--- src/rtl/non_restoring_divider.sv ---
// Sequential radix-2 non-restoring divider, one quotient bit per enabled clock.
// Define SIGNED_DIVISION_EN for two's-complement operands (truncating division).
module non_restoring_divider #(
  parameter int DATA_WIDTH = 32
) (
  input  logic                  clk_i,
  input  logic                  rst_i,
  input  logic                  clk_en_i,
  input  logic [DATA_WIDTH-1:0] dividend_i,
  input  logic [DATA_WIDTH-1:0] divisor_i,
  input  logic                  valid_entry_i,
  output logic [DATA_WIDTH-1:0] quotient_o,
  output logic [DATA_WIDTH-1:0] remainder_o,
  output logic                  data_valid_o,
  output logic                  busy_o,
  output logic                  divide_by_zero_o
);

  localparam int CW = $clog2(DATA_WIDTH);

  typedef enum logic [1:0] {IDLE, DIVIDE, RESTORE, VALID} state_t;

  state_t                state_reg;
  state_t                state_next;
  logic [CW-1:0]         count_reg;
  logic [DATA_WIDTH:0]   prem_reg;
  logic [DATA_WIDTH-1:0] quot_reg;
  logic [DATA_WIDTH-1:0] dsor_reg;

  logic                  accept;
  logic                  dsor_zero;
  logic [DATA_WIDTH-1:0] dividend_mag;
  logic [DATA_WIDTH-1:0] divisor_mag;
  logic [DATA_WIDTH:0]   prem_shift;
  logic [DATA_WIDTH:0]   prem_step;
  logic [DATA_WIDTH-1:0] quot_step;
  logic [DATA_WIDTH-1:0] rem_mag;
  logic [DATA_WIDTH-1:0] quot_final;
  logic [DATA_WIDTH-1:0] rem_final;

  assign accept    = valid_entry_i & clk_en_i & ((state_reg == IDLE) | (state_reg == VALID));
  assign dsor_zero = (divisor_i == '0);

  always_comb begin
    dividend_mag = dividend_i;
    divisor_mag  = divisor_i;
`ifdef SIGNED_DIVISION_EN
    if (dividend_i[DATA_WIDTH-1]) dividend_mag = -dividend_i;
    if (divisor_i[DATA_WIDTH-1])  divisor_mag  = -divisor_i;
`endif
  end

  // One iteration: shift {P,Q}, then add or subtract depending on the old sign of P.
  always_comb begin
    prem_shift = {prem_reg[DATA_WIDTH-1:0], quot_reg[DATA_WIDTH-1]};
    if (prem_reg[DATA_WIDTH])
      prem_step = prem_shift + {1'b0, dsor_reg};
    else
      prem_step = prem_shift - {1'b0, dsor_reg};
    quot_step = {quot_reg[DATA_WIDTH-2:0], ~prem_step[DATA_WIDTH]};
  end

`ifdef SIGNED_DIVISION_EN
  logic neg_quot_reg;
  logic neg_rem_reg;

  always_ff @(posedge clk_i) begin
    if (rst_i) begin
      neg_quot_reg <= 1'b0;
      neg_rem_reg  <= 1'b0;
    end else if (accept) begin
      neg_quot_reg <= dividend_i[DATA_WIDTH-1] ^ divisor_i[DATA_WIDTH-1];
      neg_rem_reg  <= dividend_i[DATA_WIDTH-1];
    end
  end
`endif

  // The final remainder is in [0, divisor), so the correction fits in DATA_WIDTH bits.
  always_comb begin
    rem_mag    = prem_reg[DATA_WIDTH-1:0] + (prem_reg[DATA_WIDTH] ? dsor_reg : '0);
    quot_final = quot_reg;
    rem_final  = rem_mag;
`ifdef SIGNED_DIVISION_EN
    if (neg_quot_reg) quot_final = -quot_reg;
    if (neg_rem_reg)  rem_final  = -rem_mag;
`endif
  end

  always_ff @(posedge clk_i) begin
    if (rst_i)
      state_reg <= IDLE;
    else if (clk_en_i)
      state_reg <= state_next;
  end

  always_comb begin
    state_next = state_reg;
    case (state_reg)
      IDLE, VALID: begin
        if (accept)
          state_next = dsor_zero ? VALID : DIVIDE;
        else if (state_reg == VALID)
          state_next = IDLE;
      end
      DIVIDE:  if (count_reg == '0) state_next = RESTORE;
      RESTORE: state_next = VALID;
      default: state_next = IDLE;
    endcase
  end

  always_comb begin
    busy_o       = (state_reg == DIVIDE) | (state_reg == RESTORE);
    data_valid_o = (state_reg == VALID);
  end

  always_ff @(posedge clk_i) begin
    if (rst_i) begin
      count_reg        <= '0;
      prem_reg         <= '0;
      quot_reg         <= '0;
      dsor_reg         <= '0;
      quotient_o       <= '0;
      remainder_o      <= '0;
      divide_by_zero_o <= 1'b0;
    end else if (clk_en_i) begin
      if (accept) begin
        count_reg        <= CW'(DATA_WIDTH - 1);
        prem_reg         <= '0;
        quot_reg         <= dividend_mag;
        dsor_reg         <= divisor_mag;
        divide_by_zero_o <= dsor_zero;
        if (dsor_zero) begin
          quotient_o  <= '1;
          remainder_o <= dividend_i;
        end
      end else if (state_reg == DIVIDE) begin
        prem_reg <= prem_step;
        quot_reg <= quot_step;
        if (count_reg != '0)
          count_reg <= count_reg - 1'b1;
      end else if (state_reg == RESTORE) begin
        quotient_o  <= quot_final;
        remainder_o <= rem_final;
      end
    end
  end

endmodule
--- config.mk ---
export PLATFORM = sky130hd
export DESIGN_NAME = non_restoring_divider
export DESIGN_NICKNAME = d
export VERILOG_FILES = /design/src/rtl/non_restoring_divider.sv
export SDC_FILE = /design/constraint.sdc
export NUM_CORES = 1
export LEC_CHECK = 0
export ABC_AREA = 1
export CAP_MARGIN = 15
export CORE_MARGIN = 2
export CORE_UTILIZATION = 23
export DETAILED_ROUTE_END_ITERATION = 8
export GPL_ROUTABILITY_DRIVEN = 0
export SYNTH_ARGS = -nofsm -noshare
export SYNTH_HDL_FRONTEND = slang
export SYNTH_SLANG_ARGS = --single-unit
--- constraint.sdc ---
create_clock -name clk_i -period 3 [get_ports clk_i]
set_clock_uncertainty 0.05 [all_clocks]
set_input_delay 0.45 -clock clk_i [delete_from_list [all_inputs] [get_ports clk_i]]
set_output_delay 0.45 -clock clk_i [all_outputs]
set_load 0.01 [all_outputs]
; ---- After elaboration in Yosys (flattened, before gate mapping)
; Cells that the tools add are included.
[classes]
add_sub_neg = 4
n_eq_ne = 7
mux = 22
bitwise_logic = 5
n_reduce_logical = 13
[ops]
columns = cell, n
row1 = $mux W32, 11
row2 = $mux W33, 3
row3 = $add A33 B32 Y33, 1
row4 = $sub A33 B32 Y33, 1
row5 = $add A32 B32 Y32, 1
row6 = $logic_not A32 Y1, 1
row7 = $mux W5, 3
row8 = $mux W2, 4
row9 = $pmux W2 S3, 1
row10 = $reduce_and A3 Y1, 2
row11 = $reduce_bool A2 Y1, 3
row12 = $logic_not A5 Y1, 1
row13 = $reduce_bool A5 Y1, 1
row14 = $sub A5 B1 Y5 const B, 1
row15 = $eq A2 B2 Y1 const B, 2
row16 = $ne A2 B2 Y1 const B, 2
row17 = $reduce_and A2 Y1, 2
row18 = $reduce_and A4 Y1, 1
row19 = $ne A3 B3 Y1 const B, 1
row20 = $and A1 B1 Y1, 2
row21 = $eq A2 B1 Y1 const B, 1
row22 = $logic_not A2 Y1, 1
row23 = $ne A2 B1 Y1 const B, 1
row24 = $or A1 B1 Y1, 2
row25 = other kinds (2), 2
[word_totals]
reg_bits = 169

; ---- Logic depth before layout (Yosys ltp)
[depth]
word_depth = 5
mapped_depth = 22

; ---- Worst setup path after synthesis
; OpenSTA, ideal clock, no wires.
[synth_timing]
kind = register -> register
start = reg dsor_reg[0]
end = reg prem_reg[32]
arrival_ns = 2.507
required_time_ns = 2.818
setup_slack_ns = 0.311
path_stages_with_launch = 19
synth_period_minus_slack_ns = 2.689
path_cell_list = dfxtp_1 -> inv_1 -> ha_1 -> nand2_1 -> nor2_2 -> nand2_1 -> o21ai_1 -> o21ai_0 -> xor2_1 -> ha_1 -> nand2_1 -> nor2_1 -> nand2_1 -> nor2_1 -> nand2_1 -> nand2_1 -> nand2_1 -> nand3_1 -> a21oi_1
[synth_via]
elab_chain_cells = 4
word_cells_on_any_way = 5
classes_between = 2 x add/sub / 3 x mux
[synth_rtl]
columns = element, line_no
row1 = from (decl), 28  ; logic [DATA_WIDTH-1:0] dsor_reg;
row2 = from (signal assigned), 130  ; dsor_reg <= divisor_mag;
row3 = $sub A33 B32 Y33 / $add A33 B32 Y33 (equally long branches), "59, 57"
row4 = $mux W33 (*), 56  ; if (prem_reg[DATA_WIDTH])
row5 = $mux W33 (*), 136  ; end else if (state_reg == DIVIDE) begin
row6 = $mux W33 (*), 126  ; if (accept) begin
row7 = to (signal assigned), 137  ; prem_reg <= prem_step;
row8 = to (decl), 26  ; logic [DATA_WIDTH:0] prem_reg;
; Mark *: on every way between the ends. The rest lies on a longest branch, timed or not. The select of a mux whose other input is x is not followed.
; A chain may end at the register's enable or synchronous reset.

; ---- Worst setup path in the final report
[layout_timing]
start = reg dsor_reg[13]
end = reg prem_reg[31]
; Same word-level chain as after synthesis.

==> run summary <==
status - complete, no violations
xor and xnor area share after synthesis - 2.237%
Hold Vio Cnt, Final - 0
Antenna diodes - 0
fin. max-slew vios - 0
share of cells above drive strength 1 - 8.282%
CP Launch Type - register
Post-synth EDFFs - 0
Min-Delay Path Class - in2reg
Post-Synthesis Cells - 2121
fin cells - 2966
largest net degree at the start of global routing - 91
max FFs per register - 33
post-DP HPWL - 32510 um
worst skew pair latency - 0.47 ns
simple-gate share of the synthesized area - 33.02%
Routed Wire Length - 42060 um
post-synthesis cell type count - 39
IO buf count - 134
Power Density - 534.0 nW/um^2
normalized max-slew margin - 29.80%
Req. time, crit path - 3.26 ns
die area - 56360 sq um
Hold Crit Depth - 4
via count - 13350
root buf cell - clkbuf_16
Wirelength per Cell - 14.18 um
GR Util All Layers - 14.55%
hold buffers post-CTS - 0
area growth from synthesis to layout - 27.07%
I/O pin cnt - 135
synthesis-stage register bit count - 169
drt pass-1 iters - 6
Worst Slack Setup Final - 0.09939 ns
busiest grt layer - met1
clk buf depth - 2
fin crit share - 96.69%
critical path arrival - 3.16 ns
final setup fails - 0
Final Util - 29.59%
RSZ-0062 raised after global routing - yes
chip width - 237.4 um
synthesized-area fraction occupied by adder cells - 7.309%
multiplexer share of the synthesized area - 0%
GR Util met1 - 21.74%
Worst-Margin Slew - 1.053 ns
sequential fraction of the synthesis area - 27.00%
met2 Use GR - 21.73%
Final ANT Viol Nets - 0
Initial Util - 23.29%
post-route cell area - 15920 sq um
number of global-route vias before repair - 12040
syn avg cell area - 5.908 sq um
minimum clock period after layout - 2.901 ns
commonest cells after routing, fill and taps aside - nand2_1, inv_1, a21oi_1
grt ovf - 0
Max H-tree Level - 4
VDD IR max - 402.8 uV
met3 global-route usage - 2.439%
Iter 0 DRT Violations - 1202
most common cell after layout, fill and taps aside - nand2_1
FMAX - 344.8 MHz
global-route wire length before repair - 65450 um
CTS Buf Count - 17
final net count - 2397
post-synthesis net count - 2261
CP endpoint kind - register
via/cell ratio - 4.500
Synth Flop Type - dfxtp_1
Max-Cap Viols - 0
Post-Syn Area - 12530 sq um
largest family of logic cells by synthesized area - simple AND/OR/NAND/NOR gates
DP Cell Count - 2919
pre-CTS WS - -0.08029 ns
CTS tree - yes
yosys warns - 0
Synth async-reset ratio - 0%
Compound-Gate Fraction of Synth Area - 16.68%
drc violations - 0
Placement Cell Area - 14780 sq um
P_leak - 7.860 nW
num rows - 85
worst reg2reg path depth - 17
Crit Path Class - reg2reg
clk slew on worst S/H paths - 0.08 ns
CP Max Fanout - 5
initial antenna violation count - 0
Core ar. - 53810 sq um
clock sinks - 169
Die Ht - 237.4 um
==> what timing repair did <==
item	CTS	global route
pin swaps	0	25
gates resized for setup	3	105
setup endpoints to repair	6	23
buffers inserted	0	15
hold endpoints to repair	0	0
==> metrics by stage <==
stage          total power, W  hold slack (ns)  setup TNS, ns
2_1_floorplan        0.004717           0.3953              0
3_3_place_gp         0.005684           0.4031       -0.01607
3_5_place_dp         0.005689           0.4082        -0.1935
4_1_cts              0.008095           0.2888      -0.001931
5_1_grt              0.009052           0.3308        -0.3375
6_report             0.008503           0.3097              0
==> where the power goes <==
group          internal (W)  total (W)  switching, W
registers           0.00241    0.00257      0.000161
clock network       0.00121    0.00239       0.00117
logic               0.00132    0.00355       0.00223
total               0.00494    0.00850       0.00357
==> synth_stat cells (all sizes together), types with 2 or more instances <==
master,instances,share of area [%]
nor2,199,6.1
nor4,4,0.20
a21oi,200,8.0
o211ai,32,1.9
clkinv,3,0.090
xnor2,2,0.14
o31ai,4,0.24
nand4,9,0.45
o21bai,6,0.36
nand3b,19,1.1
o21a,5,0.30
o221ai,18,1.3
buf,28,1.3
xor2,30,2.1
dfxtp,169,27
a21o,4,0.24
or2,5,0.25
o22ai,12,0.60
inv,368,11
nor3,12,0.48
nand2,686,21
ha,70,7.0
nand3,94,3.8
a31oi,3,0.15
o21ai,86,3.4
fa,2,0.32
clkbuf,46,1.4
==> cells by family after synthesis <==
logic type,Yosys count
DFF,169
AOI/OAI and AO/OA,373
xor gates and xnor gates,32
and+or+nand+nor,1030
adders and majority gates,72
buffers and inverters,445
==> cell type report <==
| class | count | area [sq um] |
|---|---|---|
| flip-flops and latches | 169 | 3390 |
| well taps | 696 | 870.8 |
| repair buffers | 191 | 1802 |
| clock inverters | 15 | 198.9 |
| clock buffers | 17 | 425.4 |
| multi-input cells | 1507 | 7841 |
| inverters | 371 | 1395 |
| fillers | 6073 | 37890 |
==> per-layer routing <==
layer / share of wire (%) / wire, um / vias up
li1: - / - / 6941
met1: 51 / 21350 / 6039
met2: 42 / 17760 / 326
met3: 5.7 / 2392 / 42
met4: 1.3 / 565 / 0
met5: 0 / 0 / -
==> final timing paths <==
path / startpoint / end / slack [ns]
worst min-delay path: rst_i / quot_final[6]$_SDFFE_PP0P_ / 0.31
worst max-delay path: dsor_reg[13]$_SDFFE_PP0P_ / prem_reg[31]$_SDFFE_PP0P_ / 0.1
worst min register to register: quotient_o[12]$_SDFFE_PP0P_ / quotient_o[12]$_SDFFE_PP0P_ / 0.42
worst max register to register: dsor_reg[13]$_SDFFE_PP0P_ / prem_reg[31]$_SDFFE_PP0P_ / 0.1
==> critical path, cell delays in order (launching register included) <==
cell and delay (ns):
dfxtp_1 0.38, nor2_2 0.17, nand3_2 0.13, nor2_2 0.16, nand3_4 0.13, o21ai_2 0.18, o21ai_0 0.12, xor2_1 0.17
ha_1 0.36, buf_4 0.15, nand2_1 0.14, nor2_2 0.06, nand2_1 0.08, inv_1 0.04, a21oi_1 0.18, nand3_1 0.09
nand3_1 0.09, a21oi_1 0.06
Power figures use the tool's default switching activity.
